### config.mk
export PLATFORM = sky130hd
export DESIGN_NAME = simple_reg_writer
export DESIGN_NICKNAME = d
export VERILOG_FILES = /design/src/rtl/simple_reg_writer.sv
export SDC_FILE = /design/constraint.sdc
export NUM_CORES = 2
export LEC_CHECK = 0
export ABC_AREA = 1
export CORE_UTILIZATION = 40
export CTS_CLUSTER_SIZE = 24
export DETAILED_ROUTE_END_ITERATION = 10
export GPL_ROUTABILITY_DRIVEN = 1
export SYNTH_ARGS = -nofsm -noshare
export SYNTH_HDL_FRONTEND = slang
export SYNTH_SLANG_ARGS = --single-unit
### constraint.sdc
create_clock -name clk -period 5.5 [get_ports clk]
set_input_delay 1.375 -clock clk [delete_from_list [all_inputs] [get_ports clk]]
set_output_delay 1.375 -clock clk [all_outputs]
set_load 0.01 [all_outputs]
### src/rtl/simple_reg_writer.sv
// Writable register file with an in-order write-back queue; both read ports
// forward the youngest queued write to the same address ahead of the array.
module simple_reg_writer #(
  parameter int addr_width_p  = 4,
  parameter int queue_depth_p = 4
) (
  input  logic                             clk,
  input  logic                             reset_n,
  input  logic                             wr_valid_i,
  input  logic [addr_width_p-1:0]          wr_addr_i,
  input  logic [31:0]                      wr_data_i,
  output logic                             wr_ready_o,
  input  logic                             commit_en_i,
  input  logic [addr_width_p-1:0]          rs_addr_i,
  input  logic [addr_width_p-1:0]          rd_addr_i,
  output logic [31:0]                      rs_val_o,
  output logic [31:0]                      rd_val_o,
  output logic [$clog2(queue_depth_p):0]   count_o,
  output logic                             busy_o
);

  localparam int num_regs_lp = 1 << addr_width_p;
  localparam int ptr_w_lp    = $clog2(queue_depth_p);
  localparam int cnt_w_lp    = ptr_w_lp + 1;

  logic [31:0]             rf     [num_regs_lp];
  logic [addr_width_p-1:0] q_addr [queue_depth_p];
  logic [31:0]             q_data [queue_depth_p];
  logic [ptr_w_lp-1:0]     head;
  logic [ptr_w_lp-1:0]     tail;
  logic [cnt_w_lp-1:0]     count;
  logic                    push;
  logic                    pop;

  // Ready looks only at the registered count, so a same-cycle commit never frees a slot early.
  assign wr_ready_o = (count < cnt_w_lp'(queue_depth_p));
  assign push       = wr_valid_i & wr_ready_o;
  assign pop        = commit_en_i & (count != '0);
  assign count_o    = count;
  assign busy_o     = (count != '0);

  always_ff @(posedge clk or negedge reset_n) begin
    if (!reset_n) begin
      for (int i = 0; i < num_regs_lp; i++) begin
        rf[i] <= 32'(i);
      end
      head  <= '0;
      tail  <= '0;
      count <= '0;
    end else begin
      if (pop) begin
        rf[q_addr[head]] <= q_data[head];
        head             <= head + ptr_w_lp'(1);
      end
      if (push) begin
        tail <= tail + ptr_w_lp'(1);
      end
      case ({push, pop})
        2'b10:   count <= count + cnt_w_lp'(1);
        2'b01:   count <= count - cnt_w_lp'(1);
        default: count <= count;
      endcase
    end
  end

  // Queue payload needs no reset: entries are only ever read below count.
  always_ff @(posedge clk) begin
    if (push) begin
      q_addr[tail] <= wr_addr_i;
      q_data[tail] <= wr_data_i;
    end
  end

  // Walk queued entries oldest to youngest so the last match (youngest) wins.
  always_comb begin
    logic [ptr_w_lp-1:0] idx;
    idx      = '0;
    rs_val_o = rf[rs_addr_i];
    rd_val_o = rf[rd_addr_i];
    for (int k = 0; k < queue_depth_p; k++) begin
      idx = head + ptr_w_lp'(k);
      if (cnt_w_lp'(k) < count) begin
        if (q_addr[idx] == rs_addr_i) rs_val_o = q_data[idx];
        if (q_addr[idx] == rd_addr_i) rd_val_o = q_data[idx];
      end
    end
  end

endmodule

==> out/results.tsv <==
metric	value	unit
fin_nets	6313	
core_area	105000	um2
status	completed	
hold_buffers	0	
yosysMostFrequentCell	nand2_1	
setup_violations	0	
path_class	register to primary output	
worstPathCellList	clkinv_2 -> nand2_1 -> nand2_4 -> o21ai_0 -> xor2_1 -> nor2_1 -> nand3_2 -> buf_6 -> nand2_1 -> inv_1 -> nand2_1 -> nand2_1 -> clkdlybuf4s50_1	
rsz0062_at_grt	no	
vias	41715	
track_usage	0.280	
synth_area_leaders	dfrtp_1 (29%), nand2_1 (22%), nand3_1 (13%), edfxtp_1 (10%), inv_1 (6.8%)	
cts_tree	yes	
drc	0	
initial_core_util	0.403	
drv_cap	0	
ys.flop_type	dfrtp_1	
avgSynthCellArea	6.61	um2
ys_seq_area_frac	0.409	
syn_inst	6416	
cpMostUsedCell	nand2_1	
ios	117	
skew	0.0281	ns
chipWidth	328	um
period_minus_slack	5.31	ns
synth_top_area_cell	dfrtp_1	
slew_headroom	0.309	
synth_cell_type_count	34	
min_period_over_period	0.965	
crit_fanout	29	
ir_worst_vdd	0.439	mV
antenna_found_initial	0	
syn2layout_area_growth	11.4	%
ant_nets	0	
n_antenna_cell	0	
clock_latency	0.66	ns
crit_family	buffers and inverters	
critPathCaptureType	primary output	
clock-root-buffer	clkbuf_16	
place_congestion	0.920	
hold_violations	0	
max_clock_freq	188	MHz
drt_pass1_iterations	9	
synth_common_cells	nand2_1 (2487), nand3_1 (1105), inv_1 (763), o21ai_0 (500), dfrtp_1 (487)	
cts_resized	0	
wl_per_cell	19.7	um
synth_top_area_frac	0.287	
ys_seq_elements	663	
synthesis.area	42400	um2
hpwl	92500	um
grt_pass1_vias	38212	
path_buf_inv	4	
stdcell_count	7711	
synth-edff-count	144	
drt_iter0_drc	4778	
cellLeakagePower	0.0232	uW
drive_gt1_frac	0.0582	
die-area	107000	um2
htree_levels	3	
port_buffers	116	
wl	152000	um
slew_violations	0	
hp-class	register to register	
cts.sinks	663	
clk_path_buf_depth	3	
vias_per_cell	5.41	
async_reset_ff_frac	0.783	
required	4.12	ns
rows	119	
grt_pass1_wl	234000	um
grt_start_max_net_pins	132	
timing.setup.tns	0	ns
cp_slowest_cell	dfrtp_2	
postCtsSetupBuffers	0	
worst_pin_slew	1.04	ns
powerDensity	590	nW/um2
synth_warnings	0	
max_stage_delay	0.54	ns
fp.dieH	328	um
cts_buffers	76	
crit_arrival	3.93	ns
cp-start-kind	register	
syn_nets	6472	
grt_overflow	0	
path_clk_slew	0.06	ns
place_inst	7570	
## report_power, final
part | switching, uW | internal, uW
clock network | 2210 | 2900
logic | 10400 | 4360
registers | 826 | 7180
## placed cells by master, fill, tap and decap left out, types with 7 or more instances in the layout
cell type	netlist	final
clkbuf_8	0	10
nor2_1	70	65
clkbuf_16	0	78
dfstp_2	32	32
inv_2	16	17
o21ai_0	500	500
clkinv_2	0	19
a21oi_1	53	53
nand2_4	2	7
edfxtp_1	144	144
nor2_4	1	17
o211ai_1	129	129
o21ai_1	71	71
buf_12	0	45
o21ai_2	27	27
nor2_2	22	11
xor2_1	8	8
inv_1	763	760
buf_4	6	62
ha_1	8	8
clkinv_1	11	11
dfrtp_1	487	485
nand2_1	2487	2483
nand3_1	1105	1105
clkbuf_1	285	19
clkdlybuf4s50_1	0	107
## sequential cells by signal, indices dropped and copies added (netlist names)
name	cells
count_o	3
head	2
q_addr	16
q_data	128
rf	512
tail	2
## per-stage QoR
step / hold slack, ns / util / total power (uW) / instance area, um2 / setup slack, ns
floorplan: 0.453 / - / 17500 / 42400 / 1.29
global placement: 0.466 / 0.426 / 22400 / 44800 / 0.457
detailed placement: 0.473 / 0.426 / 22500 / 44800 / 0.444
CTS: 0.487 / 0.449 / 27700 / 47200 / 0.100
global route: 0.500 / 0.449 / 29900 / 47200 / 0.0106
finish: 0.483 / 0.449 / 27900 / 47200 / 0.194
## cells by family after synthesis
family                     after synthesis  share of synthesized area
and+or+nand+nor                       3699                      0.363
AOI/OAI and AO/OA                      786                      0.104
buffers and inverters                 1249                      0.118
adders and majority gates                8                    0.00236
xor gates and xnor gates                11                    0.00245
DFF                                    663                      0.409
## worst min-delay path, stage by stage, from the launching register on
cell	delay, ns
dfrtp_1	0.34
nand2_1	0.05
o21ai_0	0.06
## metal layers
layer / up-vias / global-route usage / part of all wire
met4: 0 / 0.0763 / 0.025
met1: 19500 / 0.403 / 0.44
met3: 258 / 0.0448 / 0.090
met2: 1922 / 0.435 / 0.44
li1: 20035 / - / -
met5: - / 0 / 0
## layout make-up
cell class                      count  area, um2
Inverter                          791       2990
Fill cell                       10893      57900
Clock buffer                      107       2160
Multi-Input combinational cell   4504      20200
Sequential cell                   663      17400
Timing Repair Buffer              221       2510
Tap cell                         1391       1740
Clock inverter                     34        298
## worst paths after layout
| path | startpoint | endpoint | slack (ns) | depth (start not counted) |
|---|---|---|---|---|
| max | head[1] | rs_val_o[21] | 0.19 | 13 |
| min | rf[321] | rf[321] | 0.48 | 2 |
| max reg2reg | head[0] | rf[430] | 2.12 | 9 |
| min reg2reg | rf[321] | rf[321] | 0.48 | 2 |
| max in group asynchronous | reset_n | rf[233] | 3.65 | 2 |
| min in group asynchronous | reset_n | rf[89] | 0.73 | 1 |
Power figures use the tool's default switching activity.
